`config.mk`:
```
export PLATFORM = sky130hd
export DESIGN_NAME = imem_loader
export DESIGN_NICKNAME = d
export VERILOG_FILES = /design/src/rtl/imem_loader_pkg.sv /design/src/rtl/imem_loader_byte_pair_packer.sv /design/src/rtl/imem_loader.sv
export SDC_FILE = /design/constraint.sdc
export NUM_CORES = 1
export LEC_CHECK = 0
export BUFFER_PORTS_ARGS = -buffer_cell sky130_fd_sc_hd__clkbuf_2
export CAP_MARGIN = 10
export CORE_MARGIN = 2
export CORE_UTILIZATION = 30
export DETAILED_ROUTE_END_ITERATION = 12
export PLACE_DENSITY = 0.48
export SETUP_SLACK_MARGIN = 0.05
export SYNTH_ARGS = -nofsm -noshare
export SYNTH_HDL_FRONTEND = slang
export SYNTH_SLANG_ARGS = --single-unit
```
`constraint.sdc`:
```
create_clock -name clk -period 7.11 [get_ports clk]
set_clock_uncertainty 0.2 [all_clocks]
set_input_delay 1.7775 -clock clk [delete_from_list [all_inputs] [get_ports clk]]
set_output_delay 1.7775 -clock clk [all_outputs]
set_load 0.01 [all_outputs]
```
`src/rtl/imem_loader_pkg.sv`:
```
// Shared types and constants for the instruction-memory boot loader.
package imem_loader_pkg;

    localparam int unsigned BYTE_W     = 8;
    localparam int unsigned WORD_W     = 16;
    localparam int unsigned WORD_BYTES = 2;

    typedef enum logic [3:0] {
        HDR_HI,
        HDR_LO,
        DATA_HI,
        DATA_LO,
        WRITE,
        CSUM_HI,
        CSUM_LO,
        DONE,
        ERR
    } state_e;

    // States that wait for the high byte of a word.
    function automatic logic is_hi_state(input state_e s);
        return (s == HDR_HI) || (s == DATA_HI) || (s == CSUM_HI);
    endfunction

    // States that wait for the low byte of a word.
    function automatic logic is_lo_state(input state_e s);
        return (s == HDR_LO) || (s == DATA_LO) || (s == CSUM_LO);
    endfunction

    // States in which the loader takes bytes from the source.
    function automatic logic accepts_bytes(input state_e s);
        return is_hi_state(s) || is_lo_state(s);
    endfunction

endpackage

```
`src/rtl/imem_loader_byte_pair_packer.sv`:
```
// Packs two consecutive stream bytes (high first) into one 16-bit word.
module imem_loader_byte_pair_packer
    import imem_loader_pkg::*;
(
    input  logic              clk,
    input  logic              rst_n,
    input  logic              hi_fire_i,
    input  logic              lo_fire_i,
    input  logic [BYTE_W-1:0] byte_i,
    output logic [WORD_W-1:0] word_c,
    output logic              word_valid_c
);

    logic [BYTE_W-1:0] hi_q;

    // Hold the high byte until its partner arrives.
    always_ff @(posedge clk or negedge rst_n) begin
        if (!rst_n) begin
            hi_q <= '0;
        end else if (hi_fire_i) begin
            hi_q <= byte_i;
        end
    end

    // The word is complete on the low-byte handshake itself.
    assign word_c       = {hi_q, byte_i};
    assign word_valid_c = lo_fire_i;

endmodule

```
`src/rtl/imem_loader.sv`:
```
// Boot loader: receives a counted, checksummed image and writes it to instruction memory.
module imem_loader
    import imem_loader_pkg::*;
#(
    parameter int unsigned       ADDR_W    = 16,
    parameter logic [ADDR_W-1:0] BASE_ADDR = '0,
    parameter int unsigned       MAX_WORDS = 1024
) (
    input  logic              clk,
    input  logic              rst,
    input  logic              byte_valid,
    input  logic [BYTE_W-1:0] byte_data,
    output logic              byte_ready,
    output logic              mem_wr,
    output logic [ADDR_W-1:0] mem_addr,
    output logic [WORD_W-1:0] mem_data,
    output logic              cpu_hold,
    output logic              done,
    output logic              err
);

    state_e              state_q, state_d;
    logic [WORD_W-1:0]   n_q, n_d;
    logic [WORD_W-1:0]   idx_q, idx_d;
    logic [WORD_W-1:0]   xor_q, xor_d;
    logic                ready_q;
    logic                wr_q, wr_d;
    logic [ADDR_W-1:0]   addr_q, addr_d;
    logic [WORD_W-1:0]   data_q, data_d;
    logic                hold_q, done_q, err_q;

    logic                fire_c, hi_fire_c, lo_fire_c;
    logic [WORD_W-1:0]   word_c;
    logic                word_valid_c;

    assign fire_c    = byte_valid && ready_q;
    assign hi_fire_c = fire_c && is_hi_state(state_q);
    assign lo_fire_c = fire_c && is_lo_state(state_q);

    imem_loader_byte_pair_packer u_packer (
        .clk          (clk),
        .rst_n        (rst),
        .hi_fire_i    (hi_fire_c),
        .lo_fire_i    (lo_fire_c),
        .byte_i       (byte_data),
        .word_c       (word_c),
        .word_valid_c (word_valid_c)
    );

    // Next-state, counters, checksum and write-port updates.
    always_comb begin
        state_d = state_q;
        n_d     = n_q;
        idx_d   = idx_q;
        xor_d   = xor_q;
        wr_d    = 1'b0;
        addr_d  = addr_q;
        data_d  = data_q;
        unique case (state_q)
            HDR_HI: begin
                if (hi_fire_c) state_d = HDR_LO;
            end
            HDR_LO: begin
                if (word_valid_c) begin
                    n_d = word_c;
                    if (word_c == WORD_W'(0)) begin
                        state_d = CSUM_HI;
                    end else if (32'(word_c) > MAX_WORDS) begin
                        state_d = ERR;
                    end else begin
                        state_d = DATA_HI;
                    end
                end
            end
            DATA_HI: begin
                if (hi_fire_c) state_d = DATA_LO;
            end
            DATA_LO: begin
                if (word_valid_c) begin
                    state_d = WRITE;
                    wr_d    = 1'b1;
                    addr_d  = BASE_ADDR + ADDR_W'(32'(idx_q) * WORD_BYTES);
                    data_d  = word_c;
                    xor_d   = xor_q ^ word_c;
                    idx_d   = idx_q + WORD_W'(1);
                end
            end
            WRITE: begin
                // idx_q already counts the word being written this cycle.
                state_d = (idx_q < n_q) ? DATA_HI : CSUM_HI;
            end
            CSUM_HI: begin
                if (hi_fire_c) state_d = CSUM_LO;
            end
            CSUM_LO: begin
                if (word_valid_c) state_d = (word_c == xor_q) ? DONE : ERR;
            end
            DONE:    state_d = DONE;
            ERR:     state_d = ERR;
            default: state_d = ERR;
        endcase
    end

    // State and registered outputs; status flags follow the next state so they align with it.
    always_ff @(posedge clk or negedge rst) begin
        if (!rst) begin
            state_q <= HDR_HI;
            n_q     <= '0;
            idx_q   <= '0;
            xor_q   <= '0;
            ready_q <= 1'b0;
            wr_q    <= 1'b0;
            addr_q  <= BASE_ADDR;
            data_q  <= '0;
            hold_q  <= 1'b1;
            done_q  <= 1'b0;
            err_q   <= 1'b0;
        end else begin
            state_q <= state_d;
            n_q     <= n_d;
            idx_q   <= idx_d;
            xor_q   <= xor_d;
            ready_q <= accepts_bytes(state_d);
            wr_q    <= wr_d;
            addr_q  <= addr_d;
            data_q  <= data_d;
            hold_q  <= (state_d != DONE);
            done_q  <= (state_d == DONE);
            err_q   <= (state_d == ERR);
        end
    end

    assign byte_ready = ready_q;
    assign mem_wr     = wr_q;
    assign mem_addr   = addr_q;
    assign mem_data   = data_q;
    assign cpu_hold   = hold_q;
    assign done       = done_q;
    assign err        = err_q;

endmodule

```
* Yosys cells after proc, flatten, opt, wreduce, memory -nomap -nowiden
Cells that the tools add are included.
** Storage, ports and cells
- Register bits :: 96
- Output and inout bits :: 37
- Word-level logic and storage cells :: 62
- Memory bits (read-only) :: 0
- Bits in writable memories :: 0
- Bits in latches :: 0
- Bits of input ports :: 11
- Memories :: 0
** Operators by class
- Muxes and demuxes :: 13
- $mul :: 0
- Equality and inequality tests :: 16
- $lt $le $gt $ge :: 2
- Shifts and indexed selects :: 0
- Bitwise logic cells :: 1
- Divide/modulo/power cells :: 0
- Add/sub/neg operators :: 1
- Reductions and logical operators :: 17
** Operators with widths (number)
- $mux W4 :: 9
- $pmux W4 S8 :: 1
- $eq A4 B3 Y1 const B :: 7
- $add A16 B1 Y16 const B :: 1
- $eq A16 B16 Y1 :: 1
- $eq A4 B2 Y1 const B :: 4
- $gt A16 B11 Y1 const B :: 1
- $logic_not A16 Y1 :: 1
- $lt A16 B16 Y1 :: 1
- $xor A16 B16 Y16 :: 1
- $logic_or A1 B1 Y1 :: 9
- $eq A4 B1 Y1 const B :: 2
- $logic_not A4 Y1 :: 2
- $eq A4 B4 Y1 const B :: 1
- $ne A4 B3 Y1 const B :: 1
- $reduce_and A2 Y1 :: 2
- $logic_and A1 B1 Y1 :: 3
- $mux W3 :: 1
- $mux W1 :: 2

* Depth between registers and ports, before layout
Gate-level depths: netlist of run 1.
- Depth in word-level cells :: 10
- Mapped depth :: 9
- Mapped depth without buffers :: 8

* By module
From an unflattened synthesis of run 1, not the netlist that was laid out.
** Unflattened totals
- Cell total of the unflattened synthesis :: 402
- Area, all modules :: 4620.7 µm²
** Modules (own cells, without submodules)
- imem_loader :: seq. area each 2203.4 µm², times used 1, area each 4221.5 µm², cells an instance 376
- imem_loader_byte_pair_packer :: seq. area each 200.2 µm², times used 1, area each 399.1 µm², cells an instance 26

* Worst setup path after synthesis of run 1
Ideal clock, no wire load.
- Path kind :: input -> register
- From :: input byte_data[4]
- To :: register addr_q[10], in the netlist mem_addr[10]
- Setup slack :: 3.408 ns
- Data required time :: 6.785 ns
- Data arrival time :: 3.377 ns
- Stages :: 7
- Buffers on the path :: 1
- Library setup time :: 0.125 ns
- Cell sequence :: nor4_1 nand3_1 o311a_1 nor2_4 nand3_4 buf_6 mux2_4
** RTL lines
- start, declared :: RTL line imem_loader.sv:12 : input logic [BYTE_W-1:0] byte_data,
- end signal, assigned :: RTL line imem_loader.sv:125 : addr_q <= addr_d;
- end, declared :: RTL line imem_loader.sv:28 : logic [ADDR_W-1:0] addr_q, addr_d;

==> results of run 1 <==
==> power by group <==
part           internal [mW]  total (mW)  switching, mW
clock network          0.247       0.462          0.214
registers              0.626       0.715         0.0883
logic                  0.142       0.291          0.149
==> per-layer routing <==
layer,share of wire,global-route usage
met5,0,0
met4,0.024,0.06787
met3,0.026,0.01920
met2,0.48,0.2082
met1,0.48,0.1790
==> kinds of logic after synthesis <==
| group | count (synthesis) | share of synthesized area |
|---|---|---|
| and+or+nand+nor | 90 | 0.1201 |
| other | 1 | 0.0008142 |
| xor gates and xnor gates | 48 | 0.09128 |
| buffers and inverters | 55 | 0.04890 |
| AOI/OAI and AO/OA | 48 | 0.06846 |
| adders and majority gates | 16 | 0.04347 |
| muxes | 40 | 0.1051 |
| DFF | 96 | 0.5219 |
==> registers in the layout (all words and copies together) (netlist names) <==
signal         flops
byte_ready         1
cpu_hold           1
done               1
err                1
idx_q             16
mem_addr          15
mem_data          16
mem_wr             1
n_q               16
state_q            4
u_packer.hi_q      8
xor_q             16
==> layout make-up <==
| cell class | count | area [sq um] |
|---|---|---|
| Clock buffer | 10 | 239.0 |
| Clock inverter | 6 | 42.54 |
| Fill cell | 1526 | 9773 |
| Sequential cell | 96 | 2404 |
| Inverter | 38 | 142.6 |
| Timing Repair Buffer | 50 | 262.8 |
| Tap cell | 188 | 235.2 |
| Multi-Input combinational cell | 243 | 1991 |
==> path summary, 6_finish.rpt <==
check	slack, ps	endpoint	cells past startpoint
setup / recovery	2830	idx_q[1]	9
hold / removal	290	xor_q[9]	1
setup reg to reg	3970	idx_q[1]	8
hold reg to reg	290	xor_q[9]	1
max in group asynchronous	4400	mem_data[13]	2
min in group asynchronous	1220	mem_addr[1]	1
==> metrics by stage <==
step	instance area (sq um)	hold slack (ps)	power (mW)	std cells	worst slack (ps)
after floorplan	4606	249.4	0.9171	394	3408
after global placement	5035	276.4	1.013	615	2540
after detailed placement	5035	282.4	1.020	615	2465
after CTS	5316	296.2	1.487	631	2834
after global routing	5316	308.9	1.559	631	2599
final	5316	291.8	1.467	631	2832
==> worst register-to-register path, cell delays in order (launching register included) <==
cell and delay (ps):
dfrtp_1 460, xnor2_1 260, nand4_1 180, nor4_2 640
a211oi_4 120, buf_4 280, nand3_4 330, inv_2 240
mux2_2 320
==> layout by cell type (no fill, tap or decap), types with 2 or more instances in the layout <==
cell type	count
dfrtp_1	95
xnor2_1	48
clkbuf_2	45
inv_1	37
nand4_1	36
mux2_2	31
o21ai_0	22
ha_1	16
and3_1	11
mux2_4	9
clkbuf_16	9
nor2_1	8
nand2_1	7
a21o_1	6
nand3_1	5
buf_4	5
a21oi_1	4
nor4_1	3
nor3_1	3
and2_1	3
a211oi_1	3
and4_1	3
o311a_1	2
nand2b_1	2
a31oi_1	2
clkinvlp_4	2
clkinv_2	2
==> impl_metrics.yaml, run 1 <==
timing:
  final_hold_viol_count: 0
  maxSlewHeadroom: 0.4718
  clock.fmax_mhz: 233.7
  worst_pin_slew_ps: 790.3
  final-setup-viol-count: 0
  fin_crit_sh: 0.6018
  rsz0062_at_grt: "no"
  fin_crit_ps: 4278
  slew_viol_final: 0
  tns_ps: 0
floorplan:
  start_util: 0.3052
  die_w_um: 127.9
  die_area_sq_um: 16360
  die_h_um: 127.9
  io-pin-count: 48
  rows: 45
  core_area_sq_um: 15090
route:
  route.detailed.drc: 0
  antenna_left: 0
  drt-vias-per-instance: 4.919
  routed_wl_um: 9983
  vias: 3104
  drtIter0Drc: 94
  detail_route.first_pass.iterations: 4
  wl_per_cell_um: 15.82
cells_and_area:
  drive_above_1_share: 0.2596
  antenna_cells: 0
  final_util: 0.3523
  synthToLayoutAreaGrowth_pct: 15.43
  final_nets: 465
logic_synthesis:
  synth_nets: 421
  ys_top_cells_by_area: "dfrtp_1, xnor2_1, mux2_2"
  yosysUniqueCellTypes: 49
  synthFlopType: "dfrtp_1"
  synth_common_cells: "dfrtp_1, xnor2_1, inv_1"
  synth_top_area_frac: 0.5162
  async_flop_share: 1.000
  ys_ff_latch: 96
  synthCells: 394
  yosysMostFrequentCell: "dfrtp_1"
  synth_edf_count: 0
  syn_area_per_cell_sq_um: 11.69
  yosysWarningCount: 0
  synth_top_cell_by_area: "dfrtp_1"
  yosysSeqAreaShare: 0.5219
  synth_area_sq_um: 4606
clock_network:
  cts_setup_buffers: 0
  clock-root-buffer: "clkbuf_16"
  clk_latency_ps: 350
  cts_buffers: 9
  clock-sinks: 96
  cts_tree: "yes"
  cts_resized: 0
  htreeDepth: 3
  path_clk_slew_ps: 70
  postCtsHoldBufs: 0
  clock_path_buffers: 2
critical_path:
  path_cells: "clkbuf_2, nor4_1, nand3_1, nor4b_1, a211oi_4, buf_4, nand3_4, inv_2, mux2_2"
  startpoint: "byte_data[0]"
  worstReg2RegStart: "u_packer.hi_q[6]"
  critPathCaptureType: "flop"
  critPathLaunchType: "primary input"
  worstPathRequired_ps: 7150
  slowest_stage: "nor4b_1"
  critPathTopFamily: "simple AND/OR/NAND/NOR gates"
  worst-setup-path-type: "in2reg"
  worstPathArrival_ps: 4320
  slowest_delay_ps: 540
  crit_buf_inv: 3
  cp_max_fo: 33
min_path:
  hold_start: "xor_q[9]"
  min_path_type: "reg2reg"
global_routing:
  grt_max_degree: 54
  gr-usage-all-layers: 0.1326
  grt_pass1_wl_um: 16860
  grt_pass1_vias: 3204
  antenna_found_initial: 0
  grt_remaining_overflow: 0
power:
  ir_drop_uv: 122.6
  p_leak_nw: 2.559
  p_per_area_nw_per_um2: 276.0
placement:
  io_buffers: 46
  place.gp.congestion: 0.7811
  hpwlAfterDp_um: 7058
run_status:
  outcome: "complete, no violations"
job:
  drv_cap: 0
No activity file was read; power rests on OpenSTA's default activity.
==> run 2, diff against run 1 <==
- PLACE_DENSITY: 0.48 -> 0.5
- clock period: 7.11 -> 3.92 ns (I/O delays scaled with it)
==> impl_metrics.yaml, run 2 (synthesis gave the netlist of run 1 again) <==
floorplan:
  die_area_sq_um: 16360
  die_h_um: 127.9
  start_util: 0.3052
  rows: 45
  io-pin-count: 48
  core_area_sq_um: 15090
  die_w_um: 127.9
clock_network:
  cts_resized: 0
  path_clk_slew_ps: 60
  clock-root-buffer: "clkbuf_16"
  cts_setup_buffers: 0
  clock-sinks: 96
  cts_buffers: 9
  clock_path_buffers: 2
  htreeDepth: 3
  postCtsHoldBufs: 0
  clk_latency_ps: 360
  cts_tree: "yes"
power:
  total_power_mw: 2.708
  p_per_area_nw_per_um2: 503.8
  ir_drop_uv: 224.2
  p_leak_nw: 2.586
global_routing:
  grt_pass1_wl_um: 16610
  antenna_found_initial: 0
  grt_pass1_vias: 3144
  grt_max_degree: 53
  grt_remaining_overflow: 0
  gr-usage-all-layers: 0.1302
route:
  detail_route.first_pass.iterations: 4
  drt-vias-per-instance: 4.824
  antenna_left: 0
  drtIter0Drc: 159
  routed_wl_um: 9898
  vias: 3063
  wl_per_cell_um: 15.59
  route.detailed.drc: 0
job:
  drv_cap: 0
cells_and_area:
  synthToLayoutAreaGrowth_pct: 16.68
  drive_above_1_share: 0.2662
  final_nets: 469
  antenna_cells: 0
  final_common_cell: "dfrtp_1"
  mostFrequentLayoutCells: "dfrtp_1, xnor2_1, clkbuf_2"
timing:
  worst_pin_slew_ps: 768.4
  maxSlewHeadroom: 0.4849
  final_hold_viol_count: 0
  final-setup-viol-count: 0
  rsz0062_at_grt: "no"
  slew_viol_final: 0
  clock.fmax_mhz: 323.6
  fin_crit_sh: 0.7883
  tns_ps: 0
  fin_crit_ps: 3090
critical_path:
  worst-setup-path-type: "in2reg"
  critPathCaptureType: "flop"
  worstPathRequired_ps: 3960
  critPathLaunchType: "primary input"
  cp_max_fo: 16
  rr_worst_depth: 6
  worstPathArrival_ps: 3130
placement:
  hpwlAfterDp_um: 7050
  place.gp.congestion: 0.7732
  io_buffers: 46
min_path:
  min_path_type: "reg2reg"
  hold_depth: 1
run_status:
  outcome: "complete, no violations"
[run 2: area by class of cell]
type	instances	area, sq um
fill	1529	9716
sequential	96	2404
multi-input combinational	243	1991
timing repair buffer	54	305.3
tap	188	235.2
clock buffer	9	225.2
inverter	38	142.6
clock inverter	7	71.32
[run 2: worst paths after layout]
kind	end	start	slack, ps
hold / removal	idx_q[15]	idx_q[15]	280
setup / recovery	mem_addr[3]	byte_data[1]	830
min in group asynchronous	mem_addr[1]	rst	420
max in group asynchronous	xor_q[6]	rst	2400
hold reg to reg	idx_q[15]	idx_q[15]	280
setup reg to reg	mem_addr[3]	state_q[3]	1310
[run 2: power breakdown]
| part | internal [mW] | total [mW] | switching, mW |
|---|---|---|---|
| clock network | 0.494 | 0.881 | 0.387 |
| registers | 1.14 | 1.29 | 0.155 |
| logic | 0.261 | 0.535 | 0.274 |
| total | 1.89 | 2.71 | 0.816 |
[run 2: routing by layer]
metal	track usage	part of all wire
met5	0	0
met4	0.05430	0.019
met3	0.03005	0.033
met2	0.2007	0.46
met1	0.1768	0.49
[run 2: per-stage QoR]
step	instances	cell area (sq um)	util	setup slack, ps	hold WS, ps
3_5_place_dp	619	5077	0.3365	477.0	274.8
2_1_floorplan	394	4606	-	1016	249.4
6_report	635	5374	0.3561	829.8	280.0
4_1_cts	635	5374	0.3561	854.3	283.4
5_1_grt	635	5374	0.3561	656.1	300.9
3_3_place_gp	619	5077	0.3365	468.9	273.7
[run 2: critical path, stage by stage]
cell      delay [ps]
clkbuf_2         130
nor4_1           350
nand3_1          260
nor4b_1          550
a211oi_4          80
nand3_4          120
buf_4            270
mux2_2           370
